[src/rtl/fir_128_mdc_job_sequencer.sv]
// Job-level sequencer for fir_128_mdc: runs N_ITER iterations of LEN samples per trigger.
// Optional per-iteration watchdog enabled by defining FIR_128_MDC_SEQ_TIMEOUT_EN.
module fir_128_mdc_job_sequencer #(
  parameter int CNT_WIDTH      = 32,
  parameter int ITER_WIDTH     = 16,
  parameter int TIMEOUT_CYCLES = 65536
) (
  input  logic                  clk_i,
  input  logic                  rst_ni,
  input  logic                  clear_i,
  input  logic                  trigger_i,
  input  logic [CNT_WIDTH-1:0]  len_i,
  input  logic [ITER_WIDTH-1:0] n_iter_i,
  output logic                  engine_start_o,
  output logic                  engine_clear_o,
  input  logic                  engine_ready_i,
  input  logic [CNT_WIDTH-1:0]  engine_cnt_i,
  output logic                  x_start_o,
  input  logic                  x_done_i,
  output logic                  y_start_o,
  input  logic                  y_done_i,
  output logic                  busy_o,
  output logic                  evt_o,
  output logic [ITER_WIDTH-1:0] iter_o,
  output logic                  err_o
);

  typedef enum logic [2:0] {
    S_IDLE  = 3'd0,
    S_START = 3'd1,
    S_RUN   = 3'd2,
    S_NEXT  = 3'd3,
    S_FIN   = 3'd4
  } state_t;

  state_t                r_state;
  logic [CNT_WIDTH-1:0]  r_len;
  logic [ITER_WIDTH-1:0] r_n_iter;
  logic [ITER_WIDTH-1:0] r_iter;
  logic                  r_x_seen;
  logic                  r_y_seen;
  logic                  r_busy;
  logic                  r_evt;
  logic                  r_eng_start;
  logic                  r_eng_clear;
  logic                  r_x_start;
  logic                  r_y_start;
  logic                  r_err;

  logic                  w_x_seen;
  logic                  w_y_seen;
  logic                  w_done;
  logic                  w_last;
  logic                  w_wd_expired;
  logic [ITER_WIDTH-1:0] w_iter_nxt;

  // A done pulse in the same cycle as the completion check counts immediately.
  assign w_x_seen   = r_x_seen | x_done_i;
  assign w_y_seen   = r_y_seen | y_done_i;
  assign w_done     = w_x_seen & w_y_seen & (engine_cnt_i >= r_len);
  assign w_iter_nxt = r_iter + 1'b1;
  assign w_last     = (w_iter_nxt == r_n_iter);

`ifdef FIR_128_MDC_SEQ_TIMEOUT_EN
  localparam logic [CNT_WIDTH-1:0] WD_LIMIT = CNT_WIDTH'(TIMEOUT_CYCLES - 1);
  logic [CNT_WIDTH-1:0] r_wd;

  assign w_wd_expired = (r_wd == WD_LIMIT);

  always_ff @(posedge clk_i or negedge rst_ni) begin
    if (!rst_ni) begin
      r_wd <= '0;
    end else if (clear_i || r_state == S_START) begin
      r_wd <= '0;
    end else if (r_state == S_RUN) begin
      r_wd <= r_wd + 1'b1;
    end
  end
`else
  assign w_wd_expired = 1'b0;
`endif

  always_ff @(posedge clk_i or negedge rst_ni) begin
    if (!rst_ni) begin
      r_state     <= S_IDLE;
      r_len       <= '0;
      r_n_iter    <= '0;
      r_iter      <= '0;
      r_x_seen    <= 1'b0;
      r_y_seen    <= 1'b0;
      r_busy      <= 1'b0;
      r_evt       <= 1'b0;
      r_eng_start <= 1'b0;
      r_eng_clear <= 1'b0;
      r_x_start   <= 1'b0;
      r_y_start   <= 1'b0;
      r_err       <= 1'b0;
    end else begin
      r_eng_start <= 1'b0;
      r_x_start   <= 1'b0;
      r_y_start   <= 1'b0;
      r_evt       <= 1'b0;
      r_eng_clear <= 1'b0;
      if (clear_i) begin
        r_state     <= S_IDLE;
        r_eng_clear <= 1'b1;
        r_busy      <= 1'b0;
        r_x_seen    <= 1'b0;
        r_y_seen    <= 1'b0;
        r_iter      <= '0;
        r_err       <= 1'b0;
      end else begin
        case (r_state)
          S_IDLE: begin
            if (trigger_i && engine_ready_i) begin
              r_len    <= len_i;
              r_n_iter <= n_iter_i;
              r_iter   <= '0;
              r_err    <= 1'b0;
              r_busy   <= 1'b1;
              // Empty jobs complete immediately without touching the streamers.
              if (len_i == '0 || n_iter_i == '0) begin
                r_state     <= S_FIN;
                r_evt       <= 1'b1;
                r_eng_clear <= 1'b1;
              end else begin
                r_state     <= S_START;
                r_eng_start <= 1'b1;
                r_x_start   <= 1'b1;
                r_y_start   <= 1'b1;
              end
            end
          end
          S_START: begin
            r_x_seen <= 1'b0;
            r_y_seen <= 1'b0;
            r_state  <= S_RUN;
          end
          S_RUN: begin
            r_x_seen <= w_x_seen;
            r_y_seen <= w_y_seen;
            if (w_done) begin
              r_iter      <= w_iter_nxt;
              r_eng_clear <= 1'b1;
              if (w_last) begin
                r_state <= S_FIN;
                r_evt   <= 1'b1;
              end else begin
                r_state <= S_NEXT;
              end
            end else if (w_wd_expired) begin
              r_err       <= 1'b1;
              r_state     <= S_FIN;
              r_evt       <= 1'b1;
              r_eng_clear <= 1'b1;
            end
          end
          S_NEXT: begin
            // The first NEXT cycle carries the clear; ready is only trusted afterwards.
            if (!r_eng_clear && engine_ready_i) begin
              r_state     <= S_START;
              r_eng_start <= 1'b1;
              r_x_start   <= 1'b1;
              r_y_start   <= 1'b1;
            end
          end
          S_FIN: begin
            r_state <= S_IDLE;
            r_busy  <= 1'b0;
          end
          default: begin
            r_state <= S_IDLE;
            r_busy  <= 1'b0;
          end
        endcase
      end
    end
  end

  assign engine_start_o = r_eng_start;
  assign engine_clear_o = r_eng_clear;
  assign x_start_o      = r_x_start;
  assign y_start_o      = r_y_start;
  assign busy_o         = r_busy;
  assign evt_o          = r_evt;
  assign iter_o         = r_iter;
  assign err_o          = r_err;

endmodule

[config.mk]
export PLATFORM = sky130hd
export DESIGN_NAME = fir_128_mdc_job_sequencer
export DESIGN_NICKNAME = d
export VERILOG_FILES = /design/src/rtl/fir_128_mdc_job_sequencer.sv
export SDC_FILE = /design/constraint.sdc
export NUM_CORES = 1
export LEC_CHECK = 0
export CAP_MARGIN = 5
export CORE_MARGIN = 5
export CORE_UTILIZATION = 50
export DETAILED_ROUTE_END_ITERATION = 10
export GPL_TIMING_DRIVEN = 0
export PLACE_DENSITY = 0.8
export SLEW_MARGIN = 20
export SYNTH_ARGS = -nofsm -noshare
export SYNTH_HDL_FRONTEND = slang
export SYNTH_SLANG_ARGS = --single-unit
[constraint.sdc]
create_clock -name clk_i -period 4.3 [get_ports clk_i]
set_clock_uncertainty 0.1 [all_clocks]
set_input_delay 0.43 -clock clk_i [delete_from_list [all_inputs] [get_ports clk_i]]
set_output_delay 0.43 -clock clk_i [all_outputs]
set_load 0.01 [all_outputs]
# After elaboration in Yosys (flattened, before gate mapping)
# Cells that the tools add are included.
# W data, S select, Z words.
dict set report word_totals {
  ff_bits 74
  latch_bits 0
  ramBits 0
  mem_bits_ro 0
  in_bits 87
  output_inout_bits 23
  n_memories 0
}
dict set report op_classes {
  add_sub_neg 1
  n_mul 0
  div_mod_pow 0
  magnitude_cmp 1
  n_eq_ne 8
  shifts 0
  muxes 35
  bitwise 5
  n_reduce_logical 17
}
# cell count
set op_table {}
lappend op_table {{$mux W16} 3}
lappend op_table {{$ge A32 B32 Y1} 1}
lappend op_table {{$logic_not A32 Y1} 1}
lappend op_table {{$pmux W16 S2} 1}
lappend op_table {{$mux W1} 18}
lappend op_table {{$mux W3} 6}
lappend op_table {{$add A16 B1 Y16 const B} 1}
lappend op_table {{$eq A16 B16 Y1} 1}
lappend op_table {{$logic_not A16 Y1} 1}
lappend op_table {{$pmux W1 S2} 6}
lappend op_table {{$pmux W3 S4} 1}
lappend op_table {{$ne A3 B3 Y1 const B} 3}
lappend op_table {{$reduce_and A3 Y1} 3}
lappend op_table {{$eq A3 B2 Y1 const B} 2}
lappend op_table {{$reduce_bool A3 Y1} 2}
lappend op_table {{$reduce_and A2 Y1} 2}
lappend op_table {{$reduce_bool A2 Y1} 2}
lappend op_table {{$eq A3 B1 Y1 const B} 1}
lappend op_table {{$logic_not A3 Y1} 1}
lappend op_table {{$reduce_or A3 Y1} 1}
lappend op_table {{$and A1 B1 Y1} 2}
lappend op_table {{$logic_and A1 B1 Y1} 2}
lappend op_table {{$ne A2 B1 Y1 const B} 1}
lappend op_table {{$or A1 B1 Y1} 2}
lappend op_table {{other kinds (3)} 3}

# Logic depth before layout (Yosys ltp)
dict set report depth {
  ltp_word 6
  ltp_mapped 10
}

# Least setup slack after synthesis
# Ideal clock, no wire load.
dict set report synth_timing {
  kind {input port to flip-flop}
  start {input port engine_cnt_i[29]}
  end {register r_iter[13], in the netlist iter_o[13]}
  setup_time_ns 0.124
  t_arrival_ns 2.433
  t_required_ns 4.076
  setup_slack_ns 1.643
  stages 8
  n_path_buf 1
  path_cell_list {ha_1 nand4_2 or4_4 a2111o_1 a21oi_2 buf_6 a21oi_2 a211o_1}
}
dict set report synth_between {
  elab_chain_len 4
}
# element line
set synth_rtl {}
lappend synth_rtl {{start, declared} 17} ;# input logic [CNT_WIDTH-1:0] engine_cnt_i,
lappend synth_rtl {{$ge A32 B32 Y1} 60} ;# assign w_done = w_x_seen & w_y_seen & (engine_cnt_i >= r_len);
lappend synth_rtl {{$and A1 B1 Y1} 60}
lappend synth_rtl {{$ne A3 B3 Y1 (no line)} --}
lappend synth_rtl {{$reduce_and A3 Y1 (no line)} --}
lappend synth_rtl {{end signal, assigned} 143} ;# r_iter <= w_iter_nxt;
lappend synth_rtl {{end, declared} 39} ;# logic [ITER_WIDTH-1:0] r_iter;
# Every way passes these cells.
# A chain may end at the register's enable or synchronous reset.

# Final worst setup path
dict set report layout_timing {
  start {input port engine_cnt_i[30]}
  end {register r_iter[5], in the netlist iter_o[5]}
}
# The elaborated chain is that of the path after synthesis.

==> summary.md <==
| Metric | Value |
|---|---|
| First-pass GRT wire length | `21650 um` |
| Width of the die | `about 110 um` |
| CTS Sinks | `73` |
| Final Instance Area | `just over 6000 um2` |
| Final setup TNS | `0 ns` |
| Placed instance area | `6003 um2` |
| CTS max path bufs | `2` |
| Syn. warnings | `0` |
| Vias | `4618` |
| Total gr overflow | `0` |
| Fraction of layout cells with a size suffix above 1 | `0.08593` |
| # nets final | `approximately 790` |
| Iter 0 DRT Violations | `255` |
| Area Growth Syn to Fin | `30.86%` |
| Required @ worst endpoint | `around 4.4 ns` |
| Worst slew pin tran | `0.6666 ns` |
| Top FF cell, synth | `dfrtp_1` |
| Number of buffers created by CTS | `9` |
| Asr flop ratio synth | `1.000` |
| Max Freq | `about 330 MHz` |
| Core area | `between 9000 and 10000 um2` |
| HP Class | `register to register` |
| ANT cells | `0` |
| Period utilization | `0.7129` |
| Reg2reg path depth | `8` |
| Sequential fraction of the synthesis area | `0.3857` |
| Drt first pass iters | `8` |
| Relative slew slack | `0.5509` |
| Synth top area cells | `dfrtp_1 39%, nand2_1 9.1%, ha_1 8.7%` |
| Pin count of the biggest net entering global routing | `57` |
| Max IR drop VDD | `~0.17 mV` |
| Detailed Route WL | `about 13000 um` |
| Post-Syn Area per Cell | `~8.6 um2` |
| Mapped Area | `4736 um2` |
| Max Cap Violations | `0` |
| Number of synthesized flops with an enable pin | `0` |
| Via-per-instance ratio | `5.744` |
| Hold depth | `2` |
| Mapped Cells | `550` |
| Leading cell type in the layout, fill and taps excluded | `nand2_1` |
| CTS tree | `yes` |
| Final hold slack | `about 0.38 ns` |
| Net Count, Synth | `670` |
| H-tree Lvls | `3` |
| Root Buffer | `clkbuf_8` |
| Flops & latches, synth | `73` |
| Critical path endpoint category | `register` |
| DP Wirelength | `approximately 10000 um` |
| Commonest non-fill, non-tap cells in the layout | `115 x nand2_1, 107 x clkdlybuf4s50_1, 73 x dfrtp_1, 44 x o21ai_0, 37 x inv_1` |
| Crit path kind | `input pin to register` |
| Arrival @ worst endpoint | `3.21 ns` |
| Total GRT Usage | `0.2352` |
| Pins Over Slew Limit | `0` |
| Crit Path Max Fanout | `10` |
| Clock transition at the registers of the reported paths | `0.08 ns` |
| Yosys top cell by area | `dfrtp_1` |
| DRT antenna net count | `0` |
| DRC | `0` |
| Yosys cell types | `73` |
| Top cell type's share of synthesized area | `0.3857` |
| RSZ-0062 raised after global routing | `false` |
| Antenna violations before repair | `0` |
| Vias in the first global route | `4590` |
| Wire per inst | `roughly 16 um` |
| Rows | `35` |
| Die extent in y | `~110 um` |
| GP Congestion | `between 0.8 and 0.9` |
| Final Setup Violations | `0` |
| Status | `complete, no violations` |
| Pwr/cell area | `329.2 nW/um2` |
| Final min period | `3.066 ns` |
| CP Launch Type | `input pin` |
| P_leak | `between 2 and 3 nW` |
| Die area | `11520 um2` |
| Final hold viol count | `0` |
| Number of buffers inserted by port buffering | `108` |
| Starting Density | `0.5125` |
| Clk Latency, worst-skew pair | `0.35 ns` |
| Io pins | `110` |
kinds of logic (layout without fill, tap and decap cells):
kind of cell | count (synthesis) | in the layout | synth area share
AND/OR/NAND/NOR | 229 | 229 | 0.2433
AO/OA/AOI/OAI | 124 | 124 | 0.1794
flip-flops | 73 | 73 | 0.3857
buffers and inverters | 70 | 195 | 0.06525
adder cells (fa/ha/maj) | 33 | 33 | 0.08719
XOR/XNOR | 16 | 16 | 0.02959
multiplexers | 4 | 4 | 0.008719
other | 1 | 1 | 0.0007918
Yosys cell counts (4+ instances only):
library cell / n
o211ai_1: 10
clkbuf_1: 17
nand3_1: 16
inv_1: 37
nor2_1: 23
buf_4: 6
ha_1: 33
a21oi_1: 25
a211o_1: 4
buf_2: 7
nor4_1: 16
nand4_1: 13
nand2_1: 115
nor3_1: 8
xnor2_1: 8
dfrtp_1: 73
o21ai_0: 44
xor2_1: 8
nor2b_1: 4
state kept, by name (all words and copies together), names as in the netlist:
register / count
r_x_seen: 1
r_state: 3
evt_o: 1
r_n_iter: 16
y_start_o: 1
iter_o: 16
r_len: 32
engine_clear_o: 1
r_y_seen: 1
busy_o: 1
repair_timing:
action	4_1_cts	5_1_grt
hold buffers	1	0
hold endpoints to repair	17	0
resized for setup	0	0
setup buffers	0	0
routing by layer:
metal / GRT usage / share of wire / vias up
met5: 0 / 0 / -
met4: 0.09406 / 0.025 / 0
met3: 0.04379 / 0.078 / 33
met2: 0.3954 / 0.49 / 204
met1: 0.2984 / 0.41 / 2193
li1: - / - / 2188
area by class of cell:
class                   instances  area [um2]
fillers                       784        3043
multi-input cells             407        2600
flip-flops and latches         73        1827
repair buffers                110        1116
plain buffers                  32       166.4
well taps                     129       161.4
inverters                      38       142.6
clock buffers                   9       123.9
clock inverters                 6       60.06
final timing paths:
| kind | start | endpoint | slack (ns) |
|---|---|---|---|
| max in group asynchronous | rst_ni | r_len[14]$_DFFE_PN0P_ | 3.14 |
| worst min-delay path | busy_o$_DFFE_PN0P_ | busy_o$_DFFE_PN0P_ | 0.38 |
| worst max register to register | iter_o[0]$_DFFE_PN0P_ | r_state[0]$_DFFE_PN0P_ | 1.36 |
| worst max-delay path | engine_cnt_i[30] | iter_o[5]$_DFFE_PN0P_ | 1.23 |
| min in group asynchronous | rst_ni | iter_o[12]$_DFFE_PN0P_ | 0.40 |
| worst min register to register | busy_o$_DFFE_PN0P_ | busy_o$_DFFE_PN0P_ | 0.38 |
worst max-delay path, stage by stage:
cell and delay (ns):
clkdlybuf4s50_1 0.43, ha_1 0.35, nand4_2 0.13, nor3_1 0.26, or3b_2 0.47, and4_1 0.29
a21oi_2 0.31, buf_6 0.20, a21oi_2 0.06, a211o_1 0.27
stage by stage:
stage	std cells	setup slack [ns]	util	power, mW
2_1_floorplan	550	1.643	-	1.272
3_3_place_gp	787	0.2378	0.6470	1.474
3_5_place_dp	788	0.8870	0.6497	1.513
4_1_cts	804	1.259	0.6707	2.040
5_1_grt	804	1.138	0.6707	2.168
6_report	804	1.234	0.6707	2.040
power breakdown:
| group | internal (mW) | switching [mW] |
|---|---|---|
| Sequential | 0.807 | 0.0599 |
| Combinational | 0.288 | 0.352 |
| Clock | 0.262 | 0.271 |
| Total | 1.36 | 0.683 |
Power figures use the tool's default switching activity.
